## src/rtl/ecliptic_fpu_sequencer.sv

```systemverilog
// Single-issue front end for the ecliptic float sub-units: accepts one op,
// drives the chosen unit's req/ack handshake and returns its result with a tag.
module ecliptic_fpu_sequencer #(
    parameter int NUNIT   = 5,
    parameter int TIMEOUT = 64,
    parameter int TAGW    = 4
) (
    input  logic                  clk,
    input  logic                  nrst,
    input  logic                  in_valid,
    output logic                  in_ready,
    input  logic [2:0]            in_unit,
    input  logic [2:0]            in_subop,
    input  logic [31:0]           in_src1,
    input  logic [31:0]           in_src2,
    input  logic                  in_unsigned,
    input  logic [TAGW-1:0]       in_tag,
    output logic [NUNIT-1:0]      unit_req,
    input  logic [NUNIT-1:0]      unit_ack,
    input  logic [NUNIT*32-1:0]   unit_res,
    input  logic [NUNIT*5-1:0]    unit_flags,
    output logic [31:0]           op_src1,
    output logic [31:0]           op_src2,
    output logic [2:0]            op_subop,
    output logic                  op_unsigned,
    output logic                  out_valid,
    input  logic                  out_ready,
    output logic [31:0]           out_res,
    output logic [4:0]            out_flags,
    output logic                  out_err,
    output logic [TAGW-1:0]       out_tag
);

    typedef enum logic [1:0] {IDLE, ISSUE, RESP} SeqState;

    SeqState     state;
    SeqState     nextState;
    logic [2:0]  unitIdx;
    logic [31:0] wdCount;
    logic        accept;
    logic        goodIdx;
    logic        timeoutHit;
    logic        selAck;
    logic [31:0] selRes;
    logic [4:0]  selFlags;

    assign accept     = in_valid && in_ready;
    assign goodIdx    = {29'd0, in_unit} < 32'(NUNIT);
    assign timeoutHit = (TIMEOUT != 0) && (wdCount == 32'(TIMEOUT - 1));

    // Pick out the ack/result/flags of the unit currently being served.
    always_comb begin
        selAck   = 1'b0;
        selRes   = '0;
        selFlags = '0;
        for (int i = 0; i < NUNIT; i++) begin
            if (unitIdx == 3'(i)) begin
                selAck   = unit_ack[i];
                selRes   = unit_res[32*i +: 32];
                selFlags = unit_flags[5*i +: 5];
            end
        end
    end

    always_ff @(posedge clk or posedge nrst) begin
        if (nrst) begin
            state <= IDLE;
        end else begin
            state <= nextState;
        end
    end

    always_comb begin
        nextState = state;
        case (state)
            IDLE: begin
                if (accept) begin
                    nextState = goodIdx ? ISSUE : RESP;
                end
            end
            ISSUE: begin
                if (selAck || timeoutHit) begin
                    nextState = RESP;
                end
            end
            RESP: begin
                if (out_ready) begin
                    if (in_valid) begin
                        nextState = goodIdx ? ISSUE : RESP;
                    end else begin
                        nextState = IDLE;
                    end
                end
            end
            default: nextState = IDLE;
        endcase
    end

    // req is decoded from registered state, so an async reset drops it at once.
    always_comb begin
        in_ready  = (state == IDLE) || ((state == RESP) && out_ready);
        out_valid = (state == RESP);
        unit_req  = '0;
        for (int i = 0; i < NUNIT; i++) begin
            unit_req[i] = (state == ISSUE) && (unitIdx == 3'(i));
        end
    end

    always_ff @(posedge clk or posedge nrst) begin
        if (nrst) begin
            op_src1     <= '0;
            op_src2     <= '0;
            op_subop    <= '0;
            op_unsigned <= 1'b0;
            out_tag     <= '0;
            out_res     <= '0;
            out_flags   <= '0;
            out_err     <= 1'b0;
            unitIdx     <= '0;
            wdCount     <= '0;
        end else begin
            if (accept) begin
                op_src1     <= in_src1;
                op_src2     <= in_src2;
                op_subop    <= in_subop;
                op_unsigned <= in_unsigned;
                out_tag     <= in_tag;
                unitIdx     <= in_unit;
                wdCount     <= '0;
                if (!goodIdx) begin
                    out_res   <= '0;
                    out_flags <= '0;
                    out_err   <= 1'b1;
                end
            end else if (state == ISSUE) begin
                wdCount <= wdCount + 32'd1;
                if (selAck) begin
                    out_res   <= selRes;
                    out_flags <= selFlags;
                    out_err   <= 1'b0;
                end else if (timeoutHit) begin
                    out_res   <= '0;
                    out_flags <= '0;
                    out_err   <= 1'b1;
                end
            end
        end
    end

endmodule

```

## config.mk

```make
export PLATFORM = sky130hd
export DESIGN_NAME = ecliptic_fpu_sequencer
export DESIGN_NICKNAME = d
export VERILOG_FILES = /design/src/rtl/ecliptic_fpu_sequencer.sv
export SDC_FILE = /design/constraint.sdc
export NUM_CORES = 1
export LEC_CHECK = 0
export ABC_CLOCK_PERIOD_IN_PS = 4500
export CORE_AREA = 3 3 151 153
export CTS_BUF_LIST = sky130_fd_sc_hd__clkbuf_4 sky130_fd_sc_hd__clkbuf_8
export DETAILED_ROUTE_END_ITERATION = 10
export DIE_AREA = 0 0 154 156
export GPL_TIMING_DRIVEN = 0
export PLACE_DENSITY_LB_ADDON = 0.2
export RECOVER_POWER = 100
export SYNTH_ARGS = -nofsm -noshare
export SYNTH_HDL_FRONTEND = slang
export SYNTH_SLANG_ARGS = --single-unit
```

## constraint.sdc

```tcl
create_clock -name clk -period 4.5 [get_ports clk]
set_clock_uncertainty 0.2 [all_clocks]
set_input_delay 0.675 -clock clk [delete_from_list [all_inputs] [get_ports clk]]
set_output_delay 0.675 -clock clk [all_outputs]
set_load 0.1 [all_outputs]
```

# Word level (Yosys, flattened, before mapping)
# Index checks and enable logic that the tools add are counted.
[classes]
n_addsub = 1
n_mul = 0
n_div = 0
magnitude_cmp = 1
eq_ne = 11
n_shift = 0
muxes = 38
n_bitwise = 0
n_reduce_logical = 15
[ops]
columns = ["op", "count"]
rows = [
  ["$mux 32", 12],
  ["$mux 5", 10],
  ["$add 32x1->32 const B", 1],
  ["$eq 32x6->1 const B", 1],
  ["$mux 1", 10],
  ["$mux 2", 5],
  ["$logic_and 1x1->1", 7],
  ["$eq 3x2->1 const B", 2],
  ["$ne 2x2->1 const B", 3],
  ["$pmux 2 s3", 1],
  ["$reduce_and 3->1", 2],
  ["$eq 3x1->1 const B", 1],
  ["$eq 3x3->1 const B", 1],
  ["$logic_not 3->1", 1],
  ["$lt 3x3->1 const B", 1],
  ["$reduce_bool 3->1", 1],
  ["$eq 2x1->1 const B", 1],
  ["$eq 2x2->1 const B", 1],
  ["$logic_not 2->1", 1],
  ["$logic_or 1x1->1", 2],
  ["$ne 2x1->1 const B", 1],
  ["$reduce_bool 2->1", 1],
]
[word_totals]
register_bits = 147
latch_bits = 0
ram_bits = 0
rom_bits = 0
output_inout_bits = 117
n_memories = 0

# Longest topological paths before layout
# Gate-level depths: netlist of run 1.
[depth]
ltp_word = 9
depth_mapped = 7
mapped_depth_nobuf = 5

# Worst setup path before layout of run 1
# OpenSTA, ideal clock, no wires.
[synth_timing]
kind = "reg-to-output"
from = "register unitIdx[0]"
to = "output port unit_req[1]"
t_arrival_ns = 4.028
required_ns = 3.625
path_slack_ns = -0.403
stages_incl_launch_ff = 4
n_path_buf = 2
path_cell_list = "dfrtp_1 buf_2 buf_1 nor4b_1"
[synth_between]
elab_chain_len = 2
[synth_rtl]
columns = ["item", "line", "rtl"]
rows = [
  ["start: declaration", "38", "logic [2:0] unitIdx;"],
  ["start signal: assignment", "128", "unitIdx <= in_unit;"],
  ["$eq 3x1->1", "105", "unit_req[i] = (state == ISSUE) && (unitIdx == 3'(i));"],
  ["$logic_and 1x1->1", "105", ""],
  ["end: declaration", "18", "output logic [NUNIT-1:0] unit_req,"],
]
# Every way passes these cells.

# Worst setup path in the final report of run 1
[layout_timing]
from = "register unitIdx[2]"
to = "output port unit_req[3]"
[layout_between]
elab_chain_len = 2
[layout_rtl]
columns = ["item", "line"]
rows = [
  ["$eq 3x2->1", "105"],
  ["$logic_and 1x1->1", "105"],
]
# Every way passes these cells.

==> results of run 1 <==
-- worst max-delay path: cells and delay by family, from the launching register on --
kind | cells | cell delay [ps]
flip-flops | 1 | 500
buffers and inverters | 4 | 2250
AND/OR/NAND/NOR | 1 | 260
-- sequential cells by signal, summed over array words and instances, names as in the netlist --
register	count
state	2
op_src2	32
op_src1	32
out_res	32
op_unsigned	1
wdCount	32
out_err	1
op_subop	3
unitIdx	3
out_flags	5
out_tag	4
-- synth_stat cells, drive strengths merged (2+ instances only) --
library cell	instances	area, um2
nand2	239	897
dfrtp	147	3680
clkbuf	46	174
o21ai	46	230
a22oi	38	290
mux4	38	856
o32ai	37	324
a21oi	20	100
buf	19	95.1
nor2	12	45.0
nor4	12	75.1
or4	12	90.1
nand3	10	50.1
o31ai	10	75.1
inv	9	33.8
or3	9	60.1
nand4	7	50.1
xnor2	7	61.3
nor3	5	25.0
and2	4	25.0
and3	3	18.8
and4	3	26.3
mux2i	3	30.0
nand2b	3	18.8
xor2	3	26.3
nand3b	2	15.0
nor2b	2	12.5
nor4b	2	17.5
-- what timing repair did --
| item | in CTS | in global routing |
|---|---|---|
| gates resized for setup | 1 | 2 |
| cloned | 0 | 0 |
| setup endpoints to repair | 1 | 1 |
-- where the power goes --
group	total (W)	switching (W)	internal (W)
clock	0.00123	0.000560	0.000666
combinational	0.00627	0.00474	0.00153
sequential	0.00201	0.000239	0.00177
-- kinds of logic (layout without fill, tap and decap cells) --
logic type / Yosys count / after routing / share of synthesized area, %
mux: 41 / 41 / 11.8
buf+inv: 74 / 495 / 4.04
fa+ha+maj: 1 / 1 / 0.167
compound gates: 155 / 155 / 14.1
simple gates: 328 / 328 / 19.6
xor+xnor: 10 / 10 / 1.17
flops: 147 / 147 / 49.1
other cells: 0 / 5 / 0
-- routing by layer --
layer / part of all wire, % / global-route usage (%)
met5: 0.061 / 0
met4: 2.6 / 8.45
met2: 53 / 42.7
met3: 6.6 / 6.99
met1: 38 / 28.1
-- through the flow --
| step | hold WS [ps] | instance area [um2] | cells | util [%] | setup slack, ps |
|---|---|---|---|---|---|
| floorplan | 250 | 7510 | 756 | - | 946 |
| global placement | 258 | 11700 | 1421 | 54.0 | 331 |
| detailed placement | 261 | 11800 | 1425 | 54.4 | 364 |
| CTS | 283 | 12300 | 1457 | 56.5 | 97.8 |
| global route | 302 | 12200 | 1462 | 56.3 | 17.3 |
| finish | 271 | 12200 | 1462 | 56.3 | 141 |
-- final cells by class --
| cell class | count | area share (%) |
|---|---|---|
| multi-input combinational | 535 | 28.8 |
| inverter | 9 | 0.287 |
| sequential | 147 | 30.1 |
| timing repair buffer | 389 | 31.8 |
| antenna | 5 | 0.103 |
| clock inverter | 15 | 1.88 |
| tap | 280 | 2.87 |
| buffer | 65 | 2.16 |
| clock buffer | 17 | 1.92 |
-- how the worst max path moves through the flow --
stage / to / slack [ps] / cells after the start
after detailed placement: unit_req[4] / 360 / 6
after global routing: unit_req[3] / 20 / 5
after floorplan: unit_req[1] / 950 / 3
final: unit_req[3] / 140 / 5
after global placement: out_res[11] / 330 / 2
after CTS: unit_req[4] / 100 / 6
==> results.py, run 1 <==
metrics = {
    "floorplanning": {
        "io_pins": 386,
        "die_x_um": 154,
        "rows": 54,
        "coreArea_um2": 21700,
        "die_y_um": 156,
        "initial_utilization_pct": 34.5,
        "die_area_um2": 24000,
    },
    "cells_and_area": {
        "n_fill_cell": 1932,
        "layout.nets": 1434,
        "regArea_um2": 3680,
        "area_growth_pct": 63.0,
        "layout_commonest_cell": "clkdlybuf4s50_1",
        "layout_common_cells": "clkdlybuf4s50_1 (267), nand2_1 (239), dfrtp_1 (147)",
        "multiInputGateArea_um2": 3520,
        "drive_above_1_share_pct": 7.73,
    },
    "place": {
        "io_buffers": 385,
        "place.detailed.hpwl_um": 23300,
        "place.gp.congestion": 0.865,
    },
    "power_and_ir_drop": {
        "ir_worst_vdd_mv": 0.307,
        "p_total_w": 0.00950,
        "power.density_nw_per_um2": 779,
        "leakage_nw": 5.23,
    },
    "run_status": {
        "status": "finished with violations",
        "violations": "capacitance limit, slew limit",
    },
    "clock_tree": {
        "path_clk_slew_ps": 90,
        "cts_buffer_depth": 2,
        "insertion_delay_ps": 450,
        "cts_buffers": 17,
        "cts_setup_buffers": 0,
        "cts_tree": "yes",
        "htreeDepth": 4,
        "cts_root_buf": "clkbuf_8",
        "cts.sinks": 147,
        "postCtsHoldBufs": 0,
    },
    "critical_path": {
        "path_cells": "inv_1 -> clkbuf_1 -> clkbuf_1 -> and4_1 -> clkdlybuf4s50_1",
        "crit_slowest_cell": "clkdlybuf4s50_1",
        "endpoint_kind": "primary output",
        "cp_slowest_stage_delay_ps": 1160,
        "crit_required_ps": 3620,
        "crit_top_cell": "clkbuf_1",
        "worstPathArrival_ps": 3480,
        "critical_path_class": "reg -> out",
        "r2r-end": "out_res[10]",
        "startpoint": "unitIdx[2]",
        "r2r_start": "unitIdx[1]",
        "r2r_slack_ps": 1440,
        "rr_worst_depth": 7,
        "start_kind": "flop",
        "critPathMaxFanout": 10,
    },
    "sta": {
        "period_share_pct": 96.9,
        "max_freq_mhz": 229,
        "worst-slew-pin-transition_ps": 1800,
        "hold_violations": 0,
        "finalSetupTns_ps": 0,
        "rsz0062_at_grt": "false",
        "maxSlewHeadroom_pct": -19.9,
        "slew_violations": 67,
        "period_needed_ps": 4360,
        "setup_viol": 0,
    },
    "drt": {
        "wl_per_cell_um": 20.3,
        "drt-total-wl_um": 29700,
        "drt-initial-drc-count": 462,
        "dr.pass1.iters": 5,
        "final_antenna_net_count": 0,
        "dr_total_vias": 7594,
        "drc": 0,
        "viasPerCell": 5.19,
    },
    "synthesis": {
        "synth-async-reset-ratio_pct": 100,
        "seq_area_frac_synth_pct": 49.1,
        "synth_edf_count": 0,
        "synth.distinct_cells": 43,
        "syn-instance-count": 756,
        "synth_warnings": 0,
        "syn_area_um2": 7490,
        "synthesis.nets": 1026,
        "synth-seq-cells": 147,
        "syn_avg_cell_area_um2": 9.90,
        "synth_flop_cell": "dfrtp_1",
    },
    "global_route": {
        "overflow": 0,
        "grt_pass1_vias": 7892,
        "grt_antenna_before_repair": 6,
        "grt_usage_pct": 24.2,
        "grt_pass1_wl_um": 45000,
        "grt_max_degree": 39,
    },
    "job": {
        "maxCapViolations": 2,
    },
    "worst_hold_path": {
        "worstHoldStart": "op_src1[17]",
        "whs_path_depth": 2,
        "hold_end": "op_src1[17]",
        "hp-class": "reg -> reg",
    },
}
Power figures use the tool's default switching activity.
==> run 2, diff against run 1 <==
==> constraint.sdc (replaced) <==
create_clock -name clk -period 4.5 [get_ports clk]
set_clock_uncertainty 0.2 [all_clocks]
set_input_delay 0.675 -clock clk [delete_from_list [all_inputs] [get_ports clk]]
set_output_delay 0.675 -clock clk [all_outputs]
set_load 0.01 [all_outputs]
==> run 2 against run 1 <==
Compared with the run above:
- the flow still finishes with violations (capacitance limit, slew limit)
- global-route usage shrank 0.52 points
- clock-buffer cell count up 3
- sequential power is essentially flat
- cell area decreased by 0.49%
- critical path depth grew 1
- sequential share of layout area grew 0.15 points
- register-to-register slack improved by 100 ps
- wire length is 1.7% lower
- combinational power fell by 49%
- largest power group unchanged
==> results.py, run 2 (synthesis results as in run 1) <==
metrics = {
    "sta": {
        "slew_violations": 30,
        "rsz0062_at_grt": "false",
        "hold_violations": 0,
        "maxSlewHeadroom_pct": -14.6,
        "period_needed_ps": 4030,
        "finalWorstSetupSlack_ps": 475,
        "period_share_pct": 89.5,
        "setup_viol": 0,
        "finalSetupTns_ps": 0,
        "worst-slew-pin-transition_ps": 1720,
        "max_freq_mhz": 248,
        "hold_ws_ps": 270,
    },
    "clock_tree": {
        "cts_buffers": 17,
        "path_clk_slew_ps": 80,
        "htreeDepth": 4,
        "cts.sinks": 147,
        "cts_root_buf": "clkbuf_8",
        "cts_resized": 0,
        "insertion_delay_ps": 450,
        "cts_buffer_depth": 2,
        "cts_tree": "yes",
        "cts_setup_buffers": 0,
        "postCtsHoldBufs": 0,
    },
    "floorplanning": {
        "die_area_um2": 24000,
        "die_y_um": 156,
        "rows": 54,
        "io_pins": 386,
        "coreArea_um2": 21700,
        "die_x_um": 154,
        "initial_utilization_pct": 34.5,
    },
    "drt": {
        "wl_met3_um": 2010,
        "wl_per_cell_um": 20.0,
        "wl_met2_um": 15500,
        "dr.pass1.iters": 5,
        "drt-total-wl_um": 29100,
        "highest_layer": "met4",
        "drc": 0,
        "drt-initial-drc-count": 481,
        "dr_total_vias": 7484,
        "wl_met1_um": 10800,
        "final_antenna_net_count": 0,
        "viasPerCell": 5.13,
    },
    "power_and_ir_drop": {
        "leakage_nw": 5.22,
        "power.density_nw_per_um2": 518,
        "ir_worst_vdd_mv": 0.196,
    },
    "global_route": {
        "grt_pass1_wl_um": 44000,
        "grt_pass1_vias": 7701,
        "grt_antenna_before_repair": 4,
        "overflow": 0,
        "grt_max_degree": 38,
        "grt_usage_pct": 23.6,
    },
    "critical_path": {
        "critical_path_class": "reg -> out",
        "crit_required_ps": 3620,
        "rr_worst_depth": 7,
        "worstPathArrival_ps": 3150,
        "endpoint_kind": "primary output",
        "critPathMaxFanout": 10,
        "start_kind": "flop",
    },
    "cells_and_area": {
        "n_fill_cell": 1952,
        "drive_above_1_share_pct": 7.32,
        "layout.nets": 1434,
        "area_growth_pct": 62.2,
        "fin_util_pct": 56.0,
        "layout_commonest_cell": "clkdlybuf4s50_1",
        "layout_common_cells": "clkdlybuf4s50_1 (268), nand2_1 (239), dfrtp_1 (147)",
        "fin_cells": 1459,
    },
    "run_status": {
        "violations": "capacitance limit, slew limit",
        "status": "finished with violations",
    },
    "place": {
        "io_buffers": 385,
        "pre_cts_slack_ps": 987,
        "place.detailed.hpwl_um": 23200,
        "place_inst": 1425,
        "place.gp.congestion": 0.855,
    },
    "job": {
        "maxCapViolations": 1,
    },
    "worst_hold_path": {
        "hp-class": "reg -> reg",
        "whs_path_depth": 2,
    },
}
run 2: worst max-delay path: stages, from the launching register on:
cell	delay (ps)
dfrtp_1	360
clkbuf_1	250
nor3b_1	380
clkbuf_1	480
clkbuf_1	420
and2_1	180
dlygate4sd3_1	620
run 2: final cells by class:
type | instances | area (um2) | area share (%)
Antenna cell | 4 | 10.0 | 0.0824
Tap cell | 280 | 350 | 2.88
Clock buffer | 20 | 269 | 2.22
Timing Repair Buffer | 389 | 3900 | 32.1
Clock inverter | 10 | 134 | 1.10
Buffer | 65 | 264 | 2.17
Multi-Input combinational cell | 535 | 3500 | 28.8
Sequential cell | 147 | 3680 | 30.3
Inverter | 9 | 35.0 | 0.288
run 2: power by group:
part           internal (W)  total (W)  switching (W)  leakage, nW
Sequential          0.00177    0.00201       0.000237         1.90
Clock              0.000575    0.00108       0.000501        0.204
Combinational       0.00154    0.00320        0.00166         3.11
run 2: per-stage QoR:
stage,power [W],instance area (um2)
floorplan,0.00374,7490
global placement,0.00540,11700
detailed placement,0.00544,11800
CTS,0.00654,12200
global route,0.00671,12100
finish,0.00629,12100
run 2: layer usage:
metal | GRT usage [%] | up-vias
met3 | 7.32 | 45
met5 | 0 | -
met2 | 42.0 | 259
li1 | - | 3556
met1 | 26.8 | 3624
met4 | 8.83 | 0
run 2: final timing paths:
kind / startpoint / end / slack [ps]
max: unitIdx[1] / unit_req[4] / 470
min: op_src2[3] / op_src2[3] / 270
max reg2reg: unitIdx[1] / out_res[6] / 1540
min reg2reg: op_src2[3] / op_src2[3] / 270
max in group asynchronous: nrst / out_res[16] / 820
min in group asynchronous: nrst / op_src1[9] / 660
